`src/rtl/mem_lsu_pkg.sv`:
```
// Shared opcode, byte-enable and state definitions
// for the memory-access stage.
package mem_lsu_pkg;

  localparam int ALUOP_W = 8;

  localparam logic [ALUOP_W-1:0] ALU_OP_NOP  = 8'b00000000;
  localparam logic [ALUOP_W-1:0] ALU_OP_ADDU = 8'b00100001;
  localparam logic [ALUOP_W-1:0] ALU_OP_LB   = 8'b11100000;
  localparam logic [ALUOP_W-1:0] ALU_OP_LH   = 8'b11100001;
  localparam logic [ALUOP_W-1:0] ALU_OP_LW   = 8'b11100011;
  localparam logic [ALUOP_W-1:0] ALU_OP_SB   = 8'b11101000;
  localparam logic [ALUOP_W-1:0] ALU_OP_SH   = 8'b11101001;
  localparam logic [ALUOP_W-1:0] ALU_OP_SW   = 8'b11101011;

  localparam logic [31:0] ZeroWord = 32'h0000_0000;

  localparam logic [3:0] BE_WORD = 4'b1111;
  localparam logic [3:0] BE_HI   = 4'b1100;
  localparam logic [3:0] BE_LO   = 4'b0011;

  typedef enum logic {
    IDLE = 1'b0,
    REQ  = 1'b1
  } lsu_state_t;

  function automatic logic is_load_op(
    input logic [ALUOP_W-1:0] op
  );
    return op inside {ALU_OP_LB, ALU_OP_LH, ALU_OP_LW};
  endfunction

  function automatic logic is_store_op(
    input logic [ALUOP_W-1:0] op
  );
    return op inside {ALU_OP_SB, ALU_OP_SH, ALU_OP_SW};
  endfunction

  function automatic logic is_mem_op(
    input logic [ALUOP_W-1:0] op
  );
    return is_load_op(op) || is_store_op(op);
  endfunction

endpackage

```
`src/rtl/lsu_align.sv`:
```
// Byte-lane steering for stores, lane extraction and
// sign-extension for loads, and misalignment detect.
module lsu_align
  import mem_lsu_pkg::*;
(
  input  logic [ALUOP_W-1:0] st_op,
  input  logic [1:0]         st_lane,
  input  logic [31:0]        st_data,
  output logic [3:0]         st_be,
  output logic [31:0]        st_wdata,
  output logic               misalign,
  input  logic [ALUOP_W-1:0] ld_op,
  input  logic [1:0]         ld_lane,
  input  logic [31:0]        rdata,
  output logic [31:0]        ld_data
);

  logic [15:0] half;
  logic [7:0]  byt;

  always_comb begin
    st_be    = BE_WORD;
    st_wdata = st_data;
    misalign = 1'b0;
    case (st_op)
      ALU_OP_LW, ALU_OP_SW: misalign = |st_lane;
      ALU_OP_LH: misalign = st_lane[0];
      ALU_OP_SH: begin
        misalign = st_lane[0];
        st_be    = st_lane[1] ? BE_HI : BE_LO;
        st_wdata = {2{st_data[15:0]}};
      end
      ALU_OP_SB: begin
        st_be    = 4'b0001 << st_lane;
        st_wdata = {4{st_data[7:0]}};
      end
      default: ;
    endcase
  end

  always_comb begin
    half = ld_lane[1] ? rdata[31:16] : rdata[15:0];
    byt  = rdata[7:0];
    case (ld_lane)
      2'd1:    byt = rdata[15:8];
      2'd2:    byt = rdata[23:16];
      2'd3:    byt = rdata[31:24];
      default: byt = rdata[7:0];
    endcase
  end

  always_comb begin
    ld_data = rdata;
    case (ld_op)
      ALU_OP_LH: ld_data = {{16{half[15]}}, half};
      ALU_OP_LB: ld_data = {{24{byt[7]}}, byt};
      default:   ld_data = rdata;
    endcase
  end

endmodule

```
`src/rtl/mem_lsu.sv`:
```
// Memory-access stage: pass-through for ALU results,
// req/ack SRAM access with upstream stall for loads/stores.
module mem_lsu
  import mem_lsu_pkg::*;
(
  input  logic               clk,
  input  logic               rst,
  input  logic               valid_i,
  input  logic [ALUOP_W-1:0] aluop_i,
  input  logic [4:0]         wd_i,
  input  logic               wreg_i,
  input  logic [31:0]        wdata_i,
  input  logic [31:0]        mem_addr_i,
  input  logic [31:0]        reg2_i,
  output logic               stallreq_o,
  output logic               dreq_o,
  output logic               dwe_o,
  output logic [3:0]         dbe_o,
  output logic [31:0]        daddr_o,
  output logic [31:0]        dwdata_o,
  input  logic               dack_i,
  input  logic [31:0]        drdata_i,
  output logic               valid_o,
  output logic [4:0]         wd_o,
  output logic               wreg_o,
  output logic [31:0]        wdata_o,
  output logic               addr_err_o
);

  lsu_state_t state, state_nx;

  logic [ALUOP_W-1:0] op_q;
  logic [1:0]         lane_q;
  logic [4:0]         wd_q;
  logic               wreg_q;

  logic [3:0]  st_be;
  logic [31:0] st_wdata;
  logic [31:0] ld_data;
  logic        misalign;

  logic accept, is_mem;
  logic pass, err, issue, done;

  assign is_mem = is_mem_op(aluop_i);
  assign accept = (state == IDLE) && valid_i;
  assign pass   = accept && !is_mem;
  assign err    = accept && is_mem && misalign;
  assign issue  = accept && is_mem && !misalign;
  assign done   = (state == REQ) && dack_i;

  lsu_align u_align (
    .st_op    (aluop_i),
    .st_lane  (mem_addr_i[1:0]),
    .st_data  (reg2_i),
    .st_be    (st_be),
    .st_wdata (st_wdata),
    .misalign (misalign),
    .ld_op    (op_q),
    .ld_lane  (lane_q),
    .rdata    (drdata_i),
    .ld_data  (ld_data)
  );

  always_ff @(posedge clk) begin
    if (rst) state <= IDLE;
    else     state <= state_nx;
  end

  always_comb begin
    state_nx = state;
    unique case (state)
      IDLE:    if (issue) state_nx = REQ;
      REQ:     if (dack_i) state_nx = IDLE;
      default: state_nx = IDLE;
    endcase
  end

  always_comb begin
    stallreq_o = (state == REQ);
    dreq_o     = (state == REQ);
  end

  // SRAM-side fields only load on issue, so they stay stable across REQ
  always_ff @(posedge clk) begin
    if (rst) begin
      op_q     <= ALU_OP_NOP;
      lane_q   <= 2'd0;
      wd_q     <= 5'd0;
      wreg_q   <= 1'b0;
      dwe_o    <= 1'b0;
      dbe_o    <= 4'd0;
      daddr_o  <= ZeroWord;
      dwdata_o <= ZeroWord;
    end else if (issue) begin
      op_q     <= aluop_i;
      lane_q   <= mem_addr_i[1:0];
      wd_q     <= wd_i;
      wreg_q   <= wreg_i;
      dwe_o    <= is_store_op(aluop_i);
      dbe_o    <= st_be;
      daddr_o  <= {mem_addr_i[31:2], 2'b00};
      dwdata_o <= st_wdata;
    end
  end

  always_ff @(posedge clk) begin
    if (rst) begin
      valid_o    <= 1'b0;
      wd_o       <= 5'd0;
      wreg_o     <= 1'b0;
      wdata_o    <= ZeroWord;
      addr_err_o <= 1'b0;
    end else begin
      valid_o    <= 1'b0;
      wreg_o     <= 1'b0;
      addr_err_o <= 1'b0;
      unique case (1'b1)
        pass: begin
          valid_o <= 1'b1;
          wd_o    <= wd_i;
          wreg_o  <= wreg_i;
          wdata_o <= wdata_i;
        end
        err: begin
          valid_o    <= 1'b1;
          wd_o       <= wd_i;
          addr_err_o <= 1'b1;
          wdata_o    <= ZeroWord;
        end
        done: begin
          valid_o <= 1'b1;
          wd_o    <= wd_q;
          wreg_o  <= is_load_op(op_q) && wreg_q;
          wdata_o <= is_load_op(op_q) ? ld_data : ZeroWord;
        end
        default: ;
      endcase
    end
  end

endmodule

```
`config.mk`:
```
export PLATFORM = sky130hd
export DESIGN_NAME = mem_lsu
export DESIGN_NICKNAME = d
export VERILOG_FILES = /design/src/rtl/mem_lsu_pkg.sv /design/src/rtl/lsu_align.sv /design/src/rtl/mem_lsu.sv
export SDC_FILE = /design/constraint.sdc
export NUM_CORES = 1
export LEC_CHECK = 0
export CORE_UTILIZATION = 45
export DETAILED_ROUTE_END_ITERATION = 10
export PLACE_DENSITY = 0.87
export SETUP_SLACK_MARGIN = 0.05
export SLEW_MARGIN = 10
export SYNTH_ARGS = -nofsm -noshare
export SYNTH_HDL_FRONTEND = slang
export SYNTH_SLANG_ARGS = --single-unit
```
`constraint.sdc`:
```
create_clock -name clk -period 5 [get_ports clk]
set_input_delay 0.75 -clock clk [delete_from_list [all_inputs] [get_ports clk]]
set_output_delay 0.75 -clock clk [all_outputs]
set_load 0.01 [all_outputs]
```
==> impl_metrics.toml <==
[synthesis]
ys_async_sr_fraction = 0
ys_warn_count = 0
synth_area_leaders = "dfxtp_1 45%, nand2_1 12%, a21oi_1 5.0%, nor2_1 4.4%, mux4_2 3.3%"
synthSimpleGateAreaFrac = 0.205
synth_compound_area_frac = 0.207
synth_top_family_by_area = "compound AO/OA/AOI/OAI gates"
synthDistinctLibCells = 44
avgSynthCellArea_um2 = 8.18
syn_inst = 667
synthMuxAreaShare = 0.0569
synth_fa_ha_area_frac = 0
synth_top_cell_area_share = 0.455
synthFlopType = "dfxtp_1"
yosys.area.top_type = "dfxtp_1"
ys_seq_area_frac = 0.455
synth-edff-count = 0
synth_xor_area_frac = 0
syn_area_um2 = 5460
ys_ff_latch = 124

[cells_and_area]
design_area_um2 = 8510
n_antenna_cell = 0
nets = 1038
final_common_cell = "clkdlybuf4s50_1"
final_cell_mix = "253 x clkdlybuf4s50_1, 169 x nand2_1, 124 x dfxtp_1"
areaGrowthSynthToFinish_pct = 56.0
drive_gt1_frac = 0.0597

[global_route]
grt_antenna_before_repair = 1
grt_pass1_vias = 5363
gr-usage-all-layers = 0.284
grt_overflow = 0
grt_max_degree = 99
grt_pass1_wl_um = 27800

[timing]
maxSlewHeadroom = 0.266
rsz0062_at_grt = "false"
worstMarginPinSlew_ns = 1.10
finalWorstSetupSlack_ns = 1.85
fin_setup_tns_ns = 0
clock_skew_ns = 0.00622
drv_slew = 0
period_share = 0.630
finalSetupViolCount = 0
max_freq_mhz = 317
period_minus_slack_ns = 3.15
hold_viol = 0

[floorplanning]
ioPinCount = 257
core_um2 = 11600
die_x_um = 112
die_area_um2 = 12600
start_util = 0.470
core.rowCount = 39
die_y_um = 112

[setup_path]
worst-path-buf-inv = 2
cpPeakStageDelay_ns = 0.59
cp-end-kind = "register"
crit_path_max_fanout = 35
worstSetupPathType = "in -> reg"
worstSetupStartpointType = "input port"
crit_family = "simple AND/OR/NAND/NOR gates"
cp.arrival_ns = 3.40
path_cells = "clkdlybuf4s50_1 -> or3b_4 -> or4_4 -> nand2b_2 -> buf_4 -> nand2_1 -> a21oi_1"
critPathRequiredTime_ns = 5.25
cp_slowest_cell = "or4_4"

[clock_network]
h-tree-depth = 4
cts_buffers = 17
holdBufCountCts = 0
cts_sinks = 124
cts_buffer_depth = 2
cts_resized = 0
clk_pin_slew_ns = 0.05
cts_setup_buffers = 0
cts_root_buf = "clkbuf_16"
cts_tree = "done"
worstSkewPairLatency_ns = 0.41

[drt]
drcViolationCount = 13
drtAntennaViolNets = 0
routed_wl_um = 17800
wl_met1_um = 6990
vias = 5699
highest_layer = "met5"
via_per_inst = 5.44
drt-wirelength-per-cell_um = 17.0
first_iter_violations = 593
wl_met2_um = 8810
dr.pass1.iters = 8
met3_length_um = 1200

[power]
power_density_nw_per_um2 = 287
power_uw = 2440
irDropWorstVdd_v = 0.000211
leakagePower_uw = 0.00301

[placed_design]
portBuffers = 254
dp_slack_ns = 1.45
hpwl_um = 12600
placed_cell_area_um2 = 7970
routabilityCongestion = 0.869

[run_status]
status = "finished, violations left"
violations = "design-rule violations"

[flow_run]
max-cap-violations = 0

[worst_hold_path]
hp-class = "reg -> reg"
## synth_stat cells (2+ instances only)
cell type  count
a21oi_1       54
o21ai_0       17
a211oi_1      17
o211a_1        7
mux2i_1       13
o221ai_1      16
nand3_1       13
dfxtp_1      124
inv_1         30
buf_2         10
buf_6          6
a221o_1       15
mux4_2         8
a311oi_1       8
a31oi_1       17
buf_4          8
a21o_1         2
nor3_1         7
clkbuf_1      32
nor2b_1        4
nor3b_1        2
nor2_1        64
nand2b_1       4
nand2_1      169
## where the power goes
part	switching, uW	internal (uW)	total [uW]
Combinational	112	171	283
Clock	420	713	1130
Sequential	12.7	1010	1030
Total	545	1900	2440
## metal layers
layer,track usage,up-vias
li1,-,2758
met1,0.337,2649
met2,0.478,230
met3,0.0637,60
met4,0.158,2
met5,0,-
## sequential cells by signal, indices dropped and copies added, names as in the netlist
name,cells
wreg_q,1
dwdata_o,32
wreg_o,1
valid_o,1
dreq_o,1
daddr_o,30
dwe_o,1
dbe_o,4
wd_o,5
lane_q,2
op_q,8
wdata_o,32
wd_q,5
addr_err_o,1
## worst reg2reg max path, cell delays in order, from the launching register on
cell and delay, ns:
dfxtp_1 0.41, nand2b_1 0.28, or4_4 0.64, nand2b_2 0.56
buf_4 0.43, nand2_1 0.13, a21oi_1 0.08
## worst paths after layout
kind	from	end	slack [ns]	cells after the start
max	aluop_i[5]	daddr_o[22]$_SDFFE_PP0P_	1.85	7
min	daddr_o[19]$_SDFFE_PP0P_	daddr_o[19]$_SDFFE_PP0P_	0.45	2
max reg2reg	dreq_o$_SDFF_PP0_	daddr_o[22]$_SDFFE_PP0P_	2.33	6
min reg2reg	daddr_o[19]$_SDFFE_PP0P_	daddr_o[19]$_SDFFE_PP0P_	0.45	2
## cell families after synthesis
group           count (synthesis)
flops                         124
buf+inv                        86
simple gates                  273
mux                            21
other cells                     1
compound gates                162
## metrics by stage
step	std cells	util	hold slack, ns
2_1_floorplan	668	-	0.431
3_3_place_gp	1016	0.686	0.441
3_5_place_dp	1016	0.686	0.445
4_1_cts	1047	0.733	0.453
5_1_grt	1047	0.733	0.467
6_report	1047	0.733	0.451
## area by class of cell
type                    instances  area (um^2)
repair buffers                261         2610
flip-flops and latches        124         2480
clock inverters                 8         67.6
inverters                      30          113
well taps                     143          179
fillers                       883         3100
clock buffers                  23          478
multi-input cells             458         2590
Power figures use the tool's default switching activity.
==> edit: new RTL, config.mk and constraints unchanged <==
Set the package constant `ALUOP_W` to 12 (it was 8).
--- a/src/rtl/mem_lsu_pkg.sv
+++ b/src/rtl/mem_lsu_pkg.sv
@@ -2,7 +2,7 @@
 // for the memory-access stage.
 package mem_lsu_pkg;
 
-  localparam int ALUOP_W = 8;
+  localparam int ALUOP_W = 12;
 
   localparam logic [ALUOP_W-1:0] ALU_OP_NOP  = 8'b00000000;
   localparam logic [ALUOP_W-1:0] ALU_OP_ADDU = 8'b00100001;
Ports: changed (resized aluop_i); port bits go from 257 to 261. No check against the original RTL was run, so the function may have changed too.
==> edit against the unedited design <==
- core utilization shrank 0.34 points
- clock power grew 5%
- combinational power shrank 1%
- fmax shrank 6.4%
- cell area grew 4.7%
- worst setup slack lost 0.22 ns
- routed wire length grew 9.0%
- synthesized cell count grew 5.8%
- total power grew 3.1%
- global-route usage grew 1.0 points
- sequential cell count grew 4
- synthesized area grew 5.0%
- final cell count grew 6.6%
- largest power group unchanged
==> edit: results (changes against the unedited design) <==
Status
  • Status: completed (was finished, violations left)

Pwr
  • Seq pwr share: 41.8% (was 42.0%)
  • LEAKAGE: 3.09 nW (was 3.01 nW)
  • Maximum VDD drop: 0.218 mV (was 0.211 mV)
  • Total power: 0.00252 W (was 0.00244 W)
  • Logic pwr share: 11.1% (was 11.6%)
  • Internal: 0.00198 W (was 0.00190 W)

Min path
  • Hold Crit Start: wd_q[4]$_SDFFE_PP0P_ (was daddr_o[19]$_SDFFE_PP0P_)

Global route
  • Initial antenna violation count: 0 (was 1)
  • Vias in the first global route: 5745 (was 5363)
  • Grt met3 use: 10.5% (was 6.37%)
  • Met1 usage: 32.5% (was 33.7%)
  • Largest net degree at the start of global routing: 74 (was 99)
  • Met2 usage in global routing: 50.9% (was 47.8%)
  • Total GRT Usage: 29.4% (was 28.4%)

Route
  • WL final: 19.4 mm (was 17.8 mm)
  • First drt pass iteration count: 7 (was 8)
  • Vias per cell: 5.41 (was 5.44)

Yosys
  • Top post-synthesis cells by area: dfxtp_1 45%, nand2_1 11%, a21oi_1 5.2% (was dfxtp_1 45%, nand2_1 12%, a21oi_1 5.0%)
  • Syn_area_per_cell: 8.12 um2 (was 8.18 um2)
  • Synth top cells by count: 164 x nand2_1, 128 x dfxtp_1, 60 x a21oi_1, 60 x nor2_1, 35 x clkbuf_1 (was 169 x nand2_1, 124 x dfxtp_1, 64 x nor2_1)
  • Count of cell types in the netlist: 52 (was 44)

Worst setup path
  • CP max stage cell: and3_4 (was or4_4)
  • Top Family by Delay on Critical Path: simple AND/OR/NAND/NOR gates (unchanged)
  • Critical R2R Launch: lane_q[1]$_SDFFE_PP0P_ (was dreq_o$_SDFF_PP0_)
  • Critical path peak fanout: 73 (was 35)
  • CP peak stage delay: 0.77 ns (was 0.59 ns)
  • Crit. Startpoint: aluop_i[8] (was aluop_i[5])
  • Worst path arrival time: 3.71 ns (was 3.40 ns)

Clocking
  • Reg clk slew, reported paths: 0.05 ns (about the same)
  • Worst-Skew Late Latency: 0.41 ns (about the same)
  • Total CTS buffers: 17 (unchanged)

Placed design
  • IO Port Bufs: 258 (was 254)
  • Placed instance count: 1086 (was 1016)
  • Final GP Congestion: 0.831 (was 0.869)
  • Post-DP HPWL: 13.5 mm (was 12.6 mm)
  • Post-DP Area: 8350 um2 (was 7970 um2)
  • Dpl ws: 1.24 ns (was 1.45 ns)

STA
  • Clk_skew: 0.00710 ns (was 0.00622 ns)
[edit: cell types whose count changed after synthesis, moves of 9 or more]
| cell | before | now |
|---|---|---|
| o221ai_1 | 16 | 2 |
| inv_1 | 30 | 7 |
| mux2i_1 | 13 | 26 |
| a221oi_1 | 0 | 10 |
| nor3_1 | 7 | 22 |
| or2_2 | 0 | 11 |
| a221o_1 | 15 | 4 |
| a31oi_1 | 17 | 8 |
[edit: area by class of cell]
cell class | instances | area, um2
Tap cell | 168 | 210
Inverter | 7 | 26.3
Clock inverter | 6 | 82.6
Timing Repair Buffer | 269 | 2660
Fill cell | 939 | 3300
Sequential cell | 128 | 2560
Clock buffer | 24 | 482
Multi-Input combinational cell | 514 | 2880
[edit: cells by family after synthesis]
family / count (synthesis) / share of synthesized area, %
AOI/OAI and AO/OA: 182 / 21.3
buffers and inverters: 65 / 5.33
DFF: 128 / 44.7
muxes: 30 / 5.52
other: 1 / 0.0654
and+or+nand+nor: 300 / 23.1
[edit: path summary, 6_finish.rpt]
check	slack [ns]	cells after the start	to
worst min-delay path	0.45	2	wd_q[4]$_SDFFE_PP0P_
worst max-delay path	1.63	7	wd_q[1]$_SDFFE_PP0P_
worst max register to register	2.33	5	wdata_o[10]$_SDFFE_PP0P_
worst min register to register	0.45	2	wd_q[4]$_SDFFE_PP0P_
[edit: worst min-delay path, cell delays in order, from the launching register on]
cell and delay (ns):
dfxtp_1 0.31, nand2_1 0.05, a21oi_1 0.05
[edit: per-layer routing]
| layer | routed length (um) | vias to the layer above | part of all wire, % |
|---|---|---|---|
| li1 | - | 2932 | - |
| met1 | 7290 | 2784 | 38 |
| met2 | 9690 | 280 | 50 |
| met3 | 1900 | 39 | 9.8 |
| met4 | 522 | 0 | 2.7 |
| met5 | 0 | - | 0 |
